`src/rtl/sysid_verify_ctrl.sv`:
```
// Boot-time system ID verifier: reads ID and timestamp words over Avalon-MM,
// compares them with build-time constants, retries on failure, and reports a sticky status.
module sysid_verify_ctrl #(
    parameter logic [31:0] EXPECTED_ID    = 32'h5824_2BE7,
    parameter logic [31:0] EXPECTED_TS    = 32'h4E09_25DA,
    parameter int          CHECK_TS       = 1,
    parameter int          TIMEOUT_CYCLES = 255,
    parameter int          MAX_RETRIES    = 3,
    parameter int          RETRY_GAP      = 16,
    parameter int          AUTO_START     = 1
) (
    input  logic        clk,
    input  logic        reset_n,
    input  logic        start,
    output logic        avm_address,
    output logic        avm_read,
    input  logic [31:0] avm_readdata,
    input  logic        avm_waitrequest,
    output logic        busy,
    output logic        done,
    output logic        pass,
    output logic        id_mismatch,
    output logic        ts_mismatch,
    output logic        timeout_err,
    output logic [3:0]  retry_count,
    output logic [31:0] id_value,
    output logic [31:0] ts_value
);

    typedef enum logic [2:0] {
        IDLE,
        RD_ID,
        RD_TS,
        CHECK,
        GAP,
        DONE
    } state_t;

    localparam logic [15:0] TIMEOUT_LIMIT = 16'(TIMEOUT_CYCLES);
    localparam logic [3:0]  RETRY_LIMIT   = 4'(MAX_RETRIES);
    localparam logic [7:0]  GAP_LOAD      = 8'(RETRY_GAP - 1);

    state_t      state;
    logic        launch_pending;
    logic [15:0] stall_cnt;
    logic [7:0]  gap_cnt;

    logic read_done;
    logic read_timeout;
    logic id_bad;
    logic ts_bad;
    logic can_retry;

    assign read_done    = avm_read && !avm_waitrequest;
    assign read_timeout = avm_read && avm_waitrequest && (stall_cnt == TIMEOUT_LIMIT);
    assign id_bad       = (id_value != EXPECTED_ID);
    assign ts_bad       = (CHECK_TS != 0) && (ts_value != EXPECTED_TS);
    assign can_retry    = (retry_count < RETRY_LIMIT);

    // NOTE: every register below is written with <= so all updates in a cycle
    // see the same pre-edge values; reset is sampled on the clock edge, not asynchronously.
    always_ff @(posedge clk) begin
        if (!reset_n) begin
            state          <= IDLE;
            launch_pending <= (AUTO_START != 0);
            stall_cnt      <= '0;
            gap_cnt        <= '0;
            avm_address    <= 1'b0;
            avm_read       <= 1'b0;
            busy           <= 1'b0;
            done           <= 1'b0;
            pass           <= 1'b0;
            id_mismatch    <= 1'b0;
            ts_mismatch    <= 1'b0;
            timeout_err    <= 1'b0;
            retry_count    <= '0;
            id_value       <= '0;
            ts_value       <= '0;
        end else begin
            case (state)
                IDLE, DONE: begin
                    launch_pending <= 1'b0;
                    if (start || (state == IDLE && launch_pending)) begin
                        state       <= RD_ID;
                        avm_read    <= 1'b1;
                        avm_address <= 1'b0;
                        stall_cnt   <= '0;
                        busy        <= 1'b1;
                        done        <= 1'b0;
                        pass        <= 1'b0;
                        id_mismatch <= 1'b0;
                        ts_mismatch <= 1'b0;
                        timeout_err <= 1'b0;
                        retry_count <= '0;
                    end
                end

                RD_ID, RD_TS: begin
                    if (read_done) begin
                        stall_cnt <= '0;
                        if (state == RD_ID) begin
                            id_value    <= avm_readdata;
                            avm_address <= 1'b1;
                            state       <= RD_TS;
                        end else begin
                            ts_value <= avm_readdata;
                            avm_read <= 1'b0;
                            state    <= CHECK;
                        end
                    end else if (read_timeout) begin
                        // Abandon the attempt without comparing; retry rules match CHECK.
                        avm_read    <= 1'b0;
                        timeout_err <= 1'b1;
                        if (can_retry) begin
                            state       <= GAP;
                            retry_count <= retry_count + 4'd1;
                            gap_cnt     <= GAP_LOAD;
                        end else begin
                            state <= DONE;
                            busy  <= 1'b0;
                            done  <= 1'b1;
                            pass  <= 1'b0;
                        end
                    end else if (avm_waitrequest) begin
                        stall_cnt <= stall_cnt + 16'd1;
                    end
                end

                CHECK: begin
                    id_mismatch <= id_bad;
                    ts_mismatch <= ts_bad;
                    if (!id_bad && !ts_bad) begin
                        state <= DONE;
                        busy  <= 1'b0;
                        done  <= 1'b1;
                        pass  <= 1'b1;
                    end else if (can_retry) begin
                        state       <= GAP;
                        retry_count <= retry_count + 4'd1;
                        gap_cnt     <= GAP_LOAD;
                    end else begin
                        state <= DONE;
                        busy  <= 1'b0;
                        done  <= 1'b1;
                        pass  <= 1'b0;
                    end
                end

                GAP: begin
                    if (gap_cnt == 8'd0) begin
                        state       <= RD_ID;
                        avm_read    <= 1'b1;
                        avm_address <= 1'b0;
                        stall_cnt   <= '0;
                        id_mismatch <= 1'b0;
                        ts_mismatch <= 1'b0;
                        timeout_err <= 1'b0;
                    end else begin
                        gap_cnt <= gap_cnt - 8'd1;
                    end
                end

                default: state <= IDLE;
            endcase
        end
    end

endmodule

```
`config.mk`:
```
export PLATFORM = sky130hd
export DESIGN_NAME = sysid_verify_ctrl
export DESIGN_NICKNAME = d
export VERILOG_FILES = /design/src/rtl/sysid_verify_ctrl.sv
export SDC_FILE = /design/constraint.sdc
export NUM_CORES = 1
export LEC_CHECK = 0
export ABC_AREA = 0
export BUFFER_PORTS_ARGS = -buffer_cell sky130_fd_sc_hd__buf_2
export CORE_ASPECT_RATIO = 0.75
export CORE_MARGIN = 2
export CORE_UTILIZATION = 58
export CTS_CLUSTER_DIAMETER = 30
export CTS_CLUSTER_SIZE = 8
export DETAILED_ROUTE_END_ITERATION = 6
export GPL_TIMING_DRIVEN = 0
export PLACE_DENSITY = 0.88
export SLEW_MARGIN = 20
export SYNTH_ARGS = -nofsm -noshare
export SYNTH_HDL_FRONTEND = slang
export SYNTH_SLANG_ARGS = --single-unit
```
`constraint.sdc`:
```
create_clock -name clk -period 5.3 [get_ports clk]
set_clock_uncertainty 0.05 [all_clocks]
set_input_delay 1.06 -clock clk [delete_from_list [all_inputs] [get_ports clk]]
set_output_delay 1.06 -clock clk [all_outputs]
set_load 0.005 [all_outputs]
```
==> flow_metrics.tcl, run 1 <==
set metrics [dict create \
    outcome "complete, no violations" \
    period_needed_ns 2.50 \
    holdPathStages 1 \
    dpl_cell_area_sq_um 5420 \
    slew_headroom_pct 58.5 \
    ys_async_sr_fraction_pct 0 \
    rows 28 \
    postRouteAntennaNets 0 \
    finalMaxSlewViolations 0 \
    ios 112 \
    synth-edff-count 0 \
    grt_max_degree 16 \
    setup-tns-final_ns 0 \
    finalCritPeriodShare_pct 47.1 \
    num_vias 4714 \
    grt_pass1_wl_microns 20800 \
    htreeDepth 3 \
    rsz0062_at_grt "no" \
    total_power_mw 2.10 \
    leakage_nw 2.23 \
    rr_endpoint "stall_cnt[13]" \
    ir_drop_mv 0.278 \
    final_nets 741 \
    die_h_microns 82.2 \
    place_congestion 0.955 \
    overflow 0 \
    track_usage_pct 30.3 \
    setup_viol 0 \
    io_buffers 111 \
    endpoint_kind "flip-flop" \
    drv_cap 0 \
    numCtsBuffers 9 \
    critPathArrivalTime_ns 2.78 \
    ff2ff_path_depth 9 \
    synth-seq-cells 104 \
    die_x_microns 108 \
    holdWs_ns 0.424 \
    clock_tree.root_cell "clkbuf_8" \
    drtIter0Drc 361 \
    hp-start "done" \
    via_per_inst 5.81 \
    drive_gt1_share_pct 21.1 \
    fillCellCount 659 \
    start_util_pct 59.7 \
    antenna_found_initial 0 \
    syn_to_final_growth_pct 18.0 \
    coreArea_sq_um 7920 \
    final_core_util_pct 70.5 \
    r2r_start "stall_cnt[0]" \
    ctsHoldBuffers 0 \
    synth_nets 619 \
    path_clk_slew_ns 0.10 \
    drcViolationCount 0 \
    cts_tree "yes" \
    layout_setup_ws_ns 2.80 \
    cp.required_ns 5.58 \
    synth_seq_area_share_pct 44.0 \
    grt_pass1_vias 4282 \
    yosysWarnings 0 \
    synth_cell_types 62 \
    cellPowerDensity_nw_per_um2 377 \
    fmax_ghz 0.400 \
    worst-path-max-fanout 10 \
    place_ws_ns 2.48 \
    synth_ff_type "dfxtp_1" \
    clk_path_buf_depth 2 \
    worstMarginPinSlew_ns 0.619 \
    ctsResizeCount 0 \
    crit_type "input port to flip-flop" \
    dpl.cell_count 795 \
    routed_wl_microns 13000 \
    fin_cells 811 \
    postCtsSetupRepairBufs 0 \
    syn_inst 579 \
    diodes 0 \
    firstDrtPassIters 5 \
    clock-sinks 104 \
    r2r_setup_slack_ns 2.84 \
    final_area_sq_um 5580 \
    routedWlPerCell_microns 16.0 \
    whs_endpoint "done" \
    syn_avg_cell_area_sq_um 8.17 \
    place_hpwl_microns 9790 \
    start_kind "input port" \
    hold_class "flip-flop to flip-flop" \
    clkLatencyLatePin_ns 0.38 \
    finalHoldViolCount 0 \
    dieArea_sq_um 8900 \
    syn_area_sq_um 4730 \
]
## cells in the final DEF (no fill, tap or decap), types with 4 or more instances in the layout
cell type	instances
a21boi_0	64
a21boi_1	4
a21oi_1	13
a31oi_1	13
and2_1	4
buf_2	116
clkbuf_1	33
clkbuf_8	10
dfxtp_1	104
ha_1	4
inv_1	6
nand2_1	154
nand2b_1	4
nand3_1	9
nand4_1	9
nor2_1	33
nor2b_1	8
nor3_1	14
nor4_1	4
nor4b_1	7
nor4bb_1	4
o21a_1	4
o21ai_0	26
or3_1	4
## cell type report
cell class | instances | area (sq um) | area share (%)
multi-input cells | 433 | 2480 | 44.5
flip-flops and latches | 104 | 2080 | 37.3
repair buffers | 111 | 556 | 9.95
clock buffers | 13 | 149 | 2.67
plain buffers | 36 | 141 | 2.53
well taps | 105 | 131 | 2.35
inverters | 6 | 22.5 | 0.403
clock inverters | 3 | 17.5 | 0.314
## synthesized netlist by cell type, drive strengths merged, types with 3 or more instances
cell    number  share of area [%]
or2          4               0.53
nor2        33                2.6
nand4        9                1.2
o31ai        3               0.58
nand2      154                 12
a31oi       13                1.7
nor3        16                1.9
nor4b        7                1.3
nand3       10                1.2
nand2b       5               0.82
clkbuf      30                2.4
o21ai       27                2.9
o21a         4               0.63
ha           4                1.1
nor2b        8                1.1
dfxtp      104                 44
a21boi      68                 11
buf          6               0.61
or3          4               0.53
and2         6               0.79
and3         3               0.40
nor4bb       4               0.85
nor4         5               0.79
a21oi       14                1.7
inv          6               0.48
## cell families (layout without fill, tap and decap cells)
group	after synthesis	count (layout)	share of synthesized area (%)
compound gates	149	149	22.8
xor+xnor	2	2	0.370
fa+ha+maj	4	4	1.06
buf+inv	42	169	3.47
flops	104	104	44.0
mux	2	2	0.423
simple gates	276	276	27.9
## worst max-delay path by stage
stage                         start             to  slack (ns)  cells past startpoint
global placement            reset_n   stall_cnt[2]        2.49                      5
finish                      reset_n   stall_cnt[2]        2.80                      5
global route           stall_cnt[0]  stall_cnt[13]        2.60                      9
floorplan           avm_waitrequest  stall_cnt[14]        3.09                      7
detailed placement          reset_n   stall_cnt[2]        2.48                      5
CTS                    stall_cnt[0]  stall_cnt[13]        2.86                      9
## routing by layer
metal  part of all wire [%]  track usage, %  wire (microns)
met4                    2.2            11.3             282
met1                     45            41.2            5780
met5                      0               0               0
met2                     46            48.2            5960
met3                    7.3            6.28             950
## flip-flops by register name, indices dropped and copies added, names as in the netlist, 3 cells and up
register	cells
stall_cnt	16
retry_count	4
state	3
id_value	32
gap_cnt	8
ts_value	32
## critical path: stages
cell	delay [ns]
buf_2	0.13
clkbuf_1	0.35
clkbuf_1	0.47
clkbuf_1	0.48
o221a_2	0.29
## report_power, final
| part | leakage [nW] | switching [mW] | internal, mW |
|---|---|---|---|
| Sequential | 0.841 | 0.0649 | 0.849 |
| Combinational | 1.31 | 0.467 | 0.272 |
| Clock | 0.0834 | 0.266 | 0.183 |
Power figures use the tool's default switching activity.
==> run 2: changes to the inputs <==
--- a/config.mk
+++ b/config.mk
@@ -9,12 +9,12 @@
 export BUFFER_PORTS_ARGS = -buffer_cell sky130_fd_sc_hd__buf_2
 export CORE_ASPECT_RATIO = 0.75
 export CORE_MARGIN = 2
-export CORE_UTILIZATION = 58
+export CORE_UTILIZATION = 48
 export CTS_CLUSTER_DIAMETER = 30
 export CTS_CLUSTER_SIZE = 8
 export DETAILED_ROUTE_END_ITERATION = 6
 export GPL_TIMING_DRIVEN = 0
-export PLACE_DENSITY = 0.88
+export PLACE_DENSITY = 0.78
 export SLEW_MARGIN = 20
 export SYNTH_ARGS = -nofsm -noshare
 export SYNTH_HDL_FRONTEND = slang
==> constraint.sdc (replaced) <==
create_clock -name clk -period 2 [get_ports clk]
set_clock_uncertainty 0.05 [all_clocks]
set_input_delay 0.4 -clock clk [delete_from_list [all_inputs] [get_ports clk]]
set_output_delay 0.4 -clock clk [all_outputs]
set_load 0.005 [all_outputs]
==> run 2 against run 1 <==
The run now ends with setup timing left. Clock-buffer cell count shrank 3. Wire length grew 11%. Register-to-register slack lost 3.0 ns. Clock power grew to 3.8 times the previous value. Non-clock buffer count grew 24. Critical path depth grew 1. Combinational power grew to 3.7 times the previous value. Critical endpoint is now stall_cnt[9]. Largest power group is now combinational logic.
==> flow_metrics.tcl, run 2 (same netlist as run 1, synthesis figures left out) <==
set metrics [dict create \
    worstMarginPinSlew_ns 0.656 \
    worst-path-max-fanout 8 \
    final_area_sq_um 6320 \
    fmax_ghz 0.462 \
    routed_wl_microns 14400 \
    clock_tree.root_cell "clkbuf_16" \
    clk_path_buf_depth 2 \
    numCtsBuffers 9 \
    layout_commonest_cell "nand2_1" \
    r2r_setup_slack_ns -0.17 \
    dieArea_sq_um 10700 \
    antenna_found_initial 0 \
    rows 31 \
    start_util_pct 49.2 \
    crit_type "flip-flop to flip-flop" \
    postRouteAntennaNets 0 \
    ff2ff_path_depth 6 \
    firstDrtPassIters 5 \
    holdWs_ns 0.247 \
    rr_endpoint "stall_cnt[9]" \
    critPathArrivalTime_ns 2.34 \
    routedWlPerCell_microns 16.8 \
    grt_pass1_vias 4701 \
    drcViolationCount 0 \
    ir_drop_mv 0.759 \
    finalMaxSlewViolations 0 \
    r2r_start "gap_cnt[4]" \
    track_usage_pct 26.4 \
    drv_cap 0 \
    die_h_microns 90.0 \
    drive_gt1_share_pct 33.7 \
    largest_registers "id_value: 32 flops, ts_value: 32 flops, stall_cnt: 16 flops" \
    htreeDepth 3 \
    diodes 0 \
    rsz0062_at_grt "yes" \
    place_congestion 0.880 \
    cp.required_ns 2.18 \
    whs_endpoint "id_value[20]" \
    overflow 0 \
    die_x_microns 119 \
    drtIter0Drc 400 \
    hp-start "avm_readdata[20]" \
    hold_class "input port to flip-flop" \
    via_per_inst 5.58 \
    leakage_nw 2.53 \
    io_buffers 111 \
    ctsHoldBuffers 0 \
    clkLatencyLatePin_ns 0.35 \
    grt_pass1_wl_microns 22800 \
    setup-tns-final_ns -2.73 \
    outcome "complete, but fails checks" \
    grt_max_degree 19 \
    path_clk_slew_ns 0.07 \
    start_kind "flip-flop" \
    place_hpwl_microns 9800 \
    holdPathStages 3 \
    coreArea_sq_um 9620 \
    cts_tree "yes" \
    layout_setup_ws_ns -0.166 \
    syn_to_final_growth_pct 33.6 \
    endpoint_kind "flip-flop" \
    mostFrequentLayoutCells "153 x nand2_1, 113 x buf_2, 91 x dfxtp_1, 64 x a21boi_0, 26 x buf_4" \
    dpl_cell_area_sq_um 5470 \
    finalCritPeriodShare_pct 108 \
    num_vias 4814 \
    cellPowerDensity_nw_per_um2 1090 \
    place_ws_ns -0.386 \
    clock-sinks 104 \
    slew_headroom_pct 56.3 \
    setup_viol 32 \
    final_core_util_pct 65.7 \
    finalHoldViolCount 0 \
    final_nets 765 \
    period_needed_ns 2.17 \
    ios 112 \
    violations "setup timing" \
]
-- run 2: final cells by class --
| class | instances | area [sq um] |
|---|---|---|
| Sequential cell | 104 | 2110 |
| Clock buffer | 10 | 229 |
| Fill cell | 838 | 3300 |
| Timing Repair Buffer | 140 | 797 |
| Buffer | 31 | 144 |
| Tap cell | 132 | 165 |
| Inverter | 6 | 22.5 |
| Clock inverter | 6 | 51.3 |
| Multi-Input combinational cell | 433 | 2810 |
-- run 2: timing repair --
action / 4_1_cts / 5_1_grt
hold endpoints to repair: 0 / 0
endpoints found under the setup margin: 85 / 100
setup buffers: 18 / 10
gates resized for setup: 53 / 61
cloned: 0 / 1
pin swaps: 24 / 26
-- run 2: routing by layer --
metal	up-vias	wire [microns]	GRT usage, %
met5	-	0	0
met4	0	348	10.1
met3	37	995	7.30
met2	175	6600	40.9
met1	2299	6500	35.0
li1	2303	-	-
-- run 2: power breakdown --
| part | switching, mW | leakage, nW | internal, mW | total, mW |
|---|---|---|---|---|
| clock network | 0.832 | 0.134 | 0.864 | 1.70 |
| registers | 0.197 | 0.848 | 2.26 | 2.46 |
| logic | 1.59 | 1.55 | 1.16 | 2.75 |
| total | 2.62 | 2.53 | 4.28 | 6.90 |
-- run 2: worst max-delay path by stage --
stage	cells after the start	from	endpoint
after floorplan	6	gap_cnt[3]	stall_cnt[14]
after global placement	7	ts_value[27]	gap_cnt[1]
after detailed placement	7	ts_value[27]	gap_cnt[1]
after CTS	5	gap_cnt[6]	stall_cnt[8]
after global routing	8	stall_cnt[1]	stall_cnt[14]
final	6	gap_cnt[4]	stall_cnt[9]
-- run 2: through the flow --
| stage | total power [mW] | std cells |
|---|---|---|
| final | 6.90 | 862 |
| after global routing | 7.21 | 862 |
| after CTS | 6.52 | 854 |
| after detailed placement | 4.40 | 822 |
| after global placement | 4.34 | 822 |
| after floorplan | 3.85 | 579 |
-- run 2: worst max-delay path, stage by stage (launching register included) --
cell and delay [ns]:
dfxtp_4 0.34, or4_4 0.56, o41ai_4 0.38, o31ai_4 0.19
a21o_4 0.26, o211ai_2 0.15, o21ai_1 0.11
==> run 3: changes to the inputs <==
--- a/config.mk
+++ b/config.mk
@@ -7,14 +7,16 @@
 export LEC_CHECK = 0
 export ABC_AREA = 0
 export BUFFER_PORTS_ARGS = -buffer_cell sky130_fd_sc_hd__buf_2
+export CELL_PAD_IN_SITES_DETAIL_PLACEMENT = 0
+export CELL_PAD_IN_SITES_GLOBAL_PLACEMENT = 1
 export CORE_ASPECT_RATIO = 0.75
 export CORE_MARGIN = 2
-export CORE_UTILIZATION = 48
+export CORE_UTILIZATION = 39
 export CTS_CLUSTER_DIAMETER = 30
 export CTS_CLUSTER_SIZE = 8
 export DETAILED_ROUTE_END_ITERATION = 6
 export GPL_TIMING_DRIVEN = 0
-export PLACE_DENSITY = 0.78
+export PLACE_DENSITY = 0.82
 export SLEW_MARGIN = 20
 export SYNTH_ARGS = -nofsm -noshare
 export SYNTH_HDL_FRONTEND = slang
==> constraint.sdc (replaced) <==
create_clock -name clk -period 2.26 [get_ports clk]
set_clock_uncertainty 0.05 [all_clocks]
set_input_delay 0.452 -clock clk [delete_from_list [all_inputs] [get_ports clk]]
set_output_delay 0.452 -clock clk [all_outputs]
set_load 0.005 [all_outputs]
==> run 3 against run 2 <==
The run now ends clean. Sequential share of layout area increased by 0.96 points. First-iteration DRC count decreased by 14%. Wire length decreased by 4.9%. Worst setup slack improved by 0.23 ns. Global-route usage decreased by 5.6 points. Critical path type unchanged. Largest power group is now sequential cells. Highest routed layer unchanged.
==> flow_metrics.tcl, run 3 (same netlist as run 1, synthesis figures left out) <==
set metrics [dict create \
    outcome "complete, no violations" \
    cts_tree "yes" \
    clk_path_buf_depth 2 \
    period_needed_ns 2.19 \
    overflow 0 \
    via_per_inst 5.29 \
    fmax_ghz 0.456 \
    postRouteAntennaNets 0 \
    total_power_mw 6.06 \
    crit_path_max_incr_delay_ns 0.56 \
    worst-path-buf-inv 0 \
    finalCritPeriodShare_pct 97.0 \
    worstMarginPinSlew_ns 0.564 \
    layout_commonest_cell "nand2_1" \
    die_h_microns 99.4 \
    crit_chain "or4_4, o41ai_4, o31ai_4, a21o_4, o211ai_2, o21ai_1" \
    syn_to_final_growth_pct 28.8 \
    diodes 0 \
    numCtsBuffers 9 \
    io_buffers 111 \
    cellPowerDensity_nw_per_um2 994 \
    grt_max_degree 19 \
    htreeDepth 3 \
    die_x_microns 131 \
    drv_cap 0 \
    place_hpwl_microns 10200 \
    ir_drop_mv 0.457 \
    crit_type "flip-flop to flip-flop" \
    num_vias 4651 \
    clock_tree.root_cell "clkbuf_16" \
    critPathArrivalTime_ns 2.37 \
    grt_pass1_vias 4094 \
    setup-tns-final_ns 0 \
    largest_registers "id_value: 32 flops, ts_value: 32 flops, stall_cnt: 16 flops" \
    holdWs_ns 0.303 \
    routedWlPerCell_microns 15.6 \
    coreArea_sq_um 11700 \
    path_clk_slew_ns 0.08 \
    start_util_pct 40.4 \
    mostFrequentLayoutCells "153 x nand2_1, 114 x buf_2, 99 x dfxtp_1, 64 x a21boi_0, 30 x nor2_1" \
    endpoint_kind "flip-flop" \
    drive_gt1_share_pct 26.6 \
    leakage_nw 2.44 \
    place_congestion 0.849 \
    crit_slowest_cell "or4_4" \
    grt_pass1_wl_microns 21700 \
    cp.required_ns 2.44 \
    slew_headroom_pct 62.4 \
    finalHoldViolCount 0 \
    fin_cells 880 \
    clkLatencyLatePin_ns 0.35 \
    worst-path-max-fanout 8 \
    drcViolationCount 0 \
    setup_viol 0 \
    start_kind "flip-flop" \
    ios 112 \
    finalMaxSlewViolations 0 \
    firstDrtPassIters 4 \
    track_usage_pct 20.7 \
    dieArea_sq_um 13000 \
    final_nets 753 \
    dpl.cell_count 852 \
    rsz0062_at_grt "yes" \
    rows 34 \
    path_delay_family "compound AO/OA/AOI/OAI gates" \
    hold_class "input port to flip-flop" \
    antenna_found_initial 0 \
    drtIter0Drc 345 \
    clock-sinks 104 \
    routed_wl_microns 13700 \
]
## run 3: final cells by class
type / count / area, sq um
tap: 162 / 203
buffer: 34 / 151
clock buffer: 9 / 225
sequential: 104 / 2090
multi-input combinational: 433 / 2610
fill: 1169 / 5610
timing repair buffer: 125 / 664
inverter: 6 / 22.5
clock inverter: 7 / 126
## run 3: worst register-to-register path: stages (launching register included)
cell	delay, ns
dfxtp_2	0.35
or4_4	0.56
o41ai_4	0.42
o31ai_4	0.20
a21o_4	0.26
o211ai_2	0.15
o21ai_1	0.08
## run 3: path summary, 6_finish.rpt
path                                        from            to  slack (ns)  depth (start not counted)
worst max-delay path                  gap_cnt[4]  stall_cnt[9]        0.07                          6
worst min-delay path            avm_readdata[27]  id_value[27]        0.30                          3
worst max register to register        gap_cnt[4]  stall_cnt[9]        0.07                          6
worst min register to register       id_value[9]   id_value[9]        0.42                          2
## run 3: report_power, final
group	total [mW]	switching, mW	internal, mW	leakage [nW]
clock network	1.83	0.736	1.10	0.168
registers	2.17	0.173	2.00	0.843
logic	2.06	1.19	0.866	1.43
## run 3: timing repair
item | CTS | global route
pin swaps | 3 | 11
hold endpoints to repair | 0 | 0
hold buffers | 0 | 0
setup buffers | 4 | 10
resized for setup | 12 | 34
setup endpoints to repair | 26 | 70
## run 3: per-stage QoR
stage,util [%],setup WS (ns),area (sq um)
3_3_place_gp,46.9,-0.232,5490
2_1_floorplan,-,0.133,4730
3_5_place_dp,46.9,-0.188,5490
4_1_cts,50.6,0.0127,5920
5_1_grt,52.1,-0.00982,6090
6_report,52.1,0.0686,6090
## run 3: layer usage
metal / routed length [microns] / vias to the layer above / GRT usage (%)
li1: - / 2295 / -
met1: 7080 / 2215 / 30.9
met2: 5860 / 134 / 30.8
met3: 693 / 7 / 4.69
met4: 92 / 0 / 3.93
met5: 0 / - / 0
